--- src/rtl/multi_clock_divider.sv ---
`timescale 1ns/1ps
`default_nettype none
// ============================================================================
// Module      : multi_clock_divider
// Description : NUM_CH independent integer clock dividers driven from one
//               input clock. Each channel has a runtime-programmable divisor,
//               a registered divided clock and a one-cycle rising-edge tick.
//               A new divisor waits for the channel's period boundary, so
//               pulses are never shortened or stretched.
//               Optional macro MULTI_CLKDIV_SYNC_EN adds a sync_start input
//               that restarts all enabled channels in phase.
// Revision    : 1.0 - initial release
// ============================================================================
module multi_clock_divider #(
    parameter int NUM_CH      = 2,
    parameter int DIV_W       = 8,
    parameter int DEFAULT_DIV = 6,
    localparam int C_CH_W     = (NUM_CH > 1) ? $clog2(NUM_CH) : 1
) (
    input  logic              clk,
    input  logic              reset,
    input  logic              cfg_we,
    input  logic [C_CH_W-1:0] cfg_ch,
    input  logic [DIV_W-1:0]  cfg_div,
`ifdef MULTI_CLKDIV_SYNC_EN
    input  logic              sync_start,
`endif
    output logic [NUM_CH-1:0] div_clk,
    output logic [NUM_CH-1:0] div_tick,
    output logic [NUM_CH-1:0] cfg_pending
);

    // All-ones counter value is never reached by a running count (max D-1 is
    // 2^DIV_W-2), so it doubles as the "terminal after reset/disable" state.
    localparam logic [DIV_W-1:0] c_CNT_TERM  = '1;
    localparam logic [DIV_W-1:0] c_RESET_DIV =
        (DEFAULT_DIV == 1) ? DIV_W'(2) : DIV_W'(DEFAULT_DIV);

    logic             w_cfg_valid;
    logic [DIV_W-1:0] w_cfg_div;
    logic             w_force;

    // Out-of-range channel writes are dropped; a divisor of 1 is stored as 2.
    assign w_cfg_valid = cfg_we && (int'(cfg_ch) < NUM_CH);
    assign w_cfg_div   = (cfg_div == DIV_W'(1)) ? DIV_W'(2) : cfg_div;

`ifdef MULTI_CLKDIV_SYNC_EN
    assign w_force = sync_start;
`else
    assign w_force = 1'b0;
`endif

    for (genvar i = 0; i < NUM_CH; i++) begin : g_ch
        logic [DIV_W-1:0] r_act_q,  w_act_d;
        logic [DIV_W-1:0] r_pend_q, w_pend_d;
        logic [DIV_W-1:0] r_cnt_q,  w_cnt_d;
        logic             r_pend_v_q, w_pend_v_d;
        logic             r_clk_q,    w_clk_d;
        logic             r_tick_q,   w_tick_d;
        logic             w_wr;
        logic             w_term;
        logic [DIV_W-1:0] w_next_div;

        assign w_wr   = w_cfg_valid && (cfg_ch == C_CH_W'(i));
        assign w_term = (r_cnt_q == c_CNT_TERM) ||
                        (r_cnt_q == r_act_q - DIV_W'(1)) || w_force;

        // Next-state: disabled channels apply writes at once, running channels
        // defer them to the period boundary (or bypass when they coincide).
        always_comb begin
            w_act_d    = r_act_q;
            w_pend_d   = r_pend_q;
            w_pend_v_d = r_pend_v_q;
            w_cnt_d    = r_cnt_q;
            w_clk_d    = 1'b0;
            w_tick_d   = 1'b0;
            w_next_div = r_act_q;
            if (r_act_q == '0) begin
                w_cnt_d    = c_CNT_TERM;
                w_pend_v_d = 1'b0;
                if (w_wr) begin
                    w_act_d = w_cfg_div;
                end
            end else if (w_term) begin
                if (w_wr) begin
                    w_next_div = w_cfg_div;
                end else if (r_pend_v_q) begin
                    w_next_div = r_pend_q;
                end
                w_act_d    = w_next_div;
                w_pend_v_d = 1'b0;
                if (w_next_div == '0) begin
                    w_cnt_d = c_CNT_TERM;
                end else begin
                    w_cnt_d  = '0;
                    w_clk_d  = 1'b1;
                    w_tick_d = 1'b1;
                end
            end else begin
                w_cnt_d = r_cnt_q + DIV_W'(1);
                // High phase is the first D-floor(D/2) counts of the period.
                w_clk_d = (w_cnt_d < (r_act_q - (r_act_q >> 1)));
                if (w_wr) begin
                    w_pend_d   = w_cfg_div;
                    w_pend_v_d = 1'b1;
                end
            end
        end

        // Channel state registers with synchronous reset to the terminal state.
        always_ff @(posedge clk) begin
            if (reset) begin
                r_act_q    <= c_RESET_DIV;
                r_pend_q   <= '0;
                r_pend_v_q <= 1'b0;
                r_cnt_q    <= c_CNT_TERM;
                r_clk_q    <= 1'b0;
                r_tick_q   <= 1'b0;
            end else begin
                r_act_q    <= w_act_d;
                r_pend_q   <= w_pend_d;
                r_pend_v_q <= w_pend_v_d;
                r_cnt_q    <= w_cnt_d;
                r_clk_q    <= w_clk_d;
                r_tick_q   <= w_tick_d;
            end
        end

        assign div_clk[i]     = r_clk_q;
        assign div_tick[i]    = r_tick_q;
        assign cfg_pending[i] = r_pend_v_q;
    end : g_ch

endmodule
`default_nettype wire

--- config.mk ---
export PLATFORM = sky130hd
export DESIGN_NAME = multi_clock_divider
export DESIGN_NICKNAME = d
export VERILOG_FILES = /design/src/rtl/multi_clock_divider.sv
export SDC_FILE = /design/constraint.sdc
export NUM_CORES = 1
export LEC_CHECK = 0
export ABC_CLOCK_PERIOD_IN_PS = 3200
export BUFFER_PORTS_ARGS = -buffer_cell sky130_fd_sc_hd__buf_2
export CAP_MARGIN = 20
export CORE_MARGIN = 10
export CORE_UTILIZATION = 53
export CTS_CLUSTER_DIAMETER = 30
export DETAILED_ROUTE_END_ITERATION = 10
export PLACE_DENSITY = 0.7
export SLEW_MARGIN = 20
export SYNTH_ARGS = -nofsm -noshare
export SYNTH_HDL_FRONTEND = slang
export SYNTH_SLANG_ARGS = --single-unit
--- constraint.sdc ---
create_clock -name clk -period 3.2 [get_ports clk]
set_input_delay 0.16 -clock clk [delete_from_list [all_inputs] [get_ports clk]]
set_output_delay 0.16 -clock clk [all_outputs]
set_load 0.005 [all_outputs]
==> impl_metrics.env <==
export IMPL_status="finished, final reports clean"
export IMPL_hold_end="g_ch[1].r_pend_q[2]"
export IMPL_endpoint_kind="flop"
export IMPL_dp_hpwl_mm=8.27
export IMPL_synth_nets=568
export IMPL_postCtsSetupBuffers=0
export IMPL_rr_startpoint="g_ch[1].r_act_q[0]"
export IMPL_yosys_warnings=0
export IMPL_synth_simple_area_share_pct=16.9
export IMPL_cts_sinks=54
export IMPL_drt_iter0_drc=272
export IMPL_grt_use_total_pct=16.7
export IMPL_core_mm2=0.00818
export IMPL_drive_gt1_share_pct=14.1
export IMPL_synth_compound_area_share_pct=19.2
export IMPL_die_width_um=111
export IMPL_r2r_end="g_ch[1].r_clk_q"
export IMPL_ant_nets=0
export IMPL_holdPathStages=3
export IMPL_synth_cell_types=67
export IMPL_synth_seq_cells=54
export IMPL_clk_latency_ps=320
export IMPL_num_fill_cells=755
export IMPL_r2r_cells=13
export IMPL_grt_first_pass_wirelength_mm=17.9
export IMPL_whs_ps=197
export IMPL_grt_pass1_vias=3631
export IMPL_avgViaCountPerCell=5.98
export IMPL_io_pins=18
export IMPL_min_delay_start="cfg_div[2]"
export IMPL_areaGrowthSynthToFinish_pct=5.66
export IMPL_cts_buffers=5
export IMPL_cp_max_fo=6
export IMPL_final_hold_violation_count=0
export IMPL_synthMuxAreaShare_pct=8.94
export IMPL_yosys_top_cells_area="dfxtp_1, ha_1, xnor2_1"
export IMPL_critPathBufInv=2
export IMPL_die_area_mm2=0.0124
export IMPL_ctsResizeCount=0
export IMPL_fmax_mhz=339
export IMPL_clk_pin_slew_worst_paths_ps=120
export IMPL_r2r_setup_slack_ps=250
export IMPL_slew_viol_final=0
export IMPL_numPortBuffers=17
export IMPL_crit_type="reg2reg"
export IMPL_grt_max_degree=25
export IMPL_ys_top_cells_by_count="dfxtp_1, nand2_1, ha_1, xnor2_1, inv_1"
export IMPL_layout_cells_non_filler=615
export IMPL_synth_top_area_share_pct=24.4
export IMPL_synth_area_per_cell_um2=8.79
export IMPL_cap_violations=0
export IMPL_post_route_period_util_pct=92.1
export IMPL_rows=33
export IMPL_start_util_pct=54.1
export IMPL_htree_levels=2
export IMPL_syn_area_mm2=0.00442
export IMPL_post_drt_wl_per_cell_um=17.1
export IMPL_vdd_drop_max_mv=0.346
export IMPL_power_density_mw_per_mm2=857
export IMPL_min_period_ps=2950
export IMPL_synth_edff_count=0
export IMPL_cts_root_buf="clkbuf_8"
export IMPL_required_ps=3450
export IMPL_setup_violations=0
export IMPL_cts_tree="yes"
export IMPL_tns_ps=0
export IMPL_rsz0062_at_grt="false"
export IMPL_crit_chain="inv_1, ha_1, inv_1, fa_1, a21o_1, a21oi_2, o21ba_2, o21bai_1, xor2_1, ha_1, a2111oi_1, o21ai_0, a21boi_1"
export IMPL_synthFlopType="dfxtp_1"
export IMPL_cp_top_family="compound AO/OA/AOI/OAI gates"
export IMPL_fin_skew_ps=15.7
export IMPL_synth_seq_area_share_pct=24.4
export IMPL_synth_xor_area_share_pct=9.51
export IMPL_critical_path_arrival_ps=3200
export IMPL_antenna_found_initial=0
export IMPL_via_count=3675
export IMPL_n_antenna_cell=0
export IMPL_post_place_cells=607
export IMPL_cpMaxStageDelayCell="a2111oi_1"
export IMPL_first_pass_iters=5
export IMPL_post_route_drc_count=0
export IMPL_synth_top_family_by_area="compound AO/OA/AOI/OAI gates"
export IMPL_synth_fa_ha_area_share_pct=15.3
export IMPL_synth_cells=503
export IMPL_leakage_nw=2.00
export IMPL_synth_top_area_cell="dfxtp_1"
export IMPL_critPathMaxStageDelay_ps=400
export IMPL_tightest_slew_ps=859
export IMPL_hp_class="in2reg"
export IMPL_gr_total_overflow=0
export IMPL_clockBufferDepth=2
export IMPL_hold_buffers=0
export IMPL_final_net_count=574
export IMPL_slew_headroom_pct=42.4
export IMPL_globalplace_congestion=0.929
export IMPL_wl_mm=10.5
export IMPL_synth_async_reset_ratio_pct=0
export IMPL_start_kind="flop"
export IMPL_die_h_um=111
power breakdown:
part,internal (W),switching [W],total [W]
Clock,0.000159,0.000255,0.000414
Sequential,0.000851,0.000225,0.00108
Combinational,0.00116,0.00135,0.00251
cell type report:
type / instances / area, um^2 / share of cell area, %
Clock inverter: 3 / 26.3 / 0.562
Clock buffer: 5 / 68.8 / 1.47
Inverter: 32 / 120 / 2.57
Multi-Input combinational cell: 391 / 3100 / 66.3
Sequential cell: 54 / 1080 / 23.1
Timing Repair Buffer: 25 / 145 / 3.11
Tap cell: 105 / 131 / 2.81
routing by layer:
| layer | wire length [um] | vias up | GRT usage (%) |
|---|---|---|---|
| li1 | - | 1804 | - |
| met1 | 5280 | 1744 | 23.1 |
| met2 | 4670 | 110 | 26.2 |
| met3 | 437 | 17 | 2.95 |
| met4 | 148 | 0 | 4.03 |
| met5 | 0 | - | 0 |
registers in the layout (all words and copies together) (netlist names):
signal           count
g_ch.r_act_q        16
g_ch.r_clk_q         2
g_ch.r_cnt_q        16
g_ch.r_pend_q       16
g_ch.r_pend_v_q      2
g_ch.r_tick_q        2
cells in the final DEF (no fill, tap or decap), drive strengths merged, types with 6 or more instances in the layout:
master,instances
xnor2,33
nor2,21
nand3,17
a21boi,8
o21ai,18
mux2i,26
ha,51
o31ai,6
dfxtp,54
nand2b,12
nor4,9
buf,25
a31o,8
inv,32
nand2,55
and3,6
xor2,15
mux2,12
a21oi,16
tightest hold or removal path, delay by kind of cell:
| kind | cells | cell delay, ps |
|---|---|---|
| buffers and inverters | 1 | 150 |
| AND/OR/NAND/NOR | 1 | 90 |
| multiplexers | 1 | 70 |
per-stage QoR:
stage / instance area (um^2) / total power [W] / utilization [%] / setup slack (ps)
after detailed placement: 4570 / 0.00356 / 55.9 / 182
after global placement: 4570 / 0.00346 / 55.9 / 249
after floorplan: 4420 / 0.00300 / - / 664
final: 4670 / 0.00400 / 57.1 / 253
after CTS: 4660 / 0.00399 / 57.0 / 146
after global routing: 4670 / 0.00442 / 57.1 / 12.8
worst max path at each step:
stage / cells past startpoint / slack, ps / to / start
2_1_floorplan: 13 / 660 / g_ch[1].r_clk_q / g_ch[1].r_act_q[0]
3_3_place_gp: 13 / 250 / g_ch[1].r_clk_q / g_ch[1].r_act_q[0]
3_5_place_dp: 13 / 180 / g_ch[1].r_clk_q / g_ch[1].r_act_q[0]
4_1_cts: 13 / 150 / g_ch[1].r_clk_q / g_ch[1].r_act_q[0]
5_1_grt: 13 / 10 / g_ch[0].r_clk_q / g_ch[0].r_act_q[0]
6_report: 13 / 250 / g_ch[1].r_clk_q / g_ch[1].r_act_q[0]
cells by family after synthesis:
kind of cell,Yosys count
xor+xnor,48
mux,38
compound gates,106
flops,54
buf+inv,58
fa+ha+maj,53
simple gates,146
Note: power is estimated with default switching activity, not from simulation.
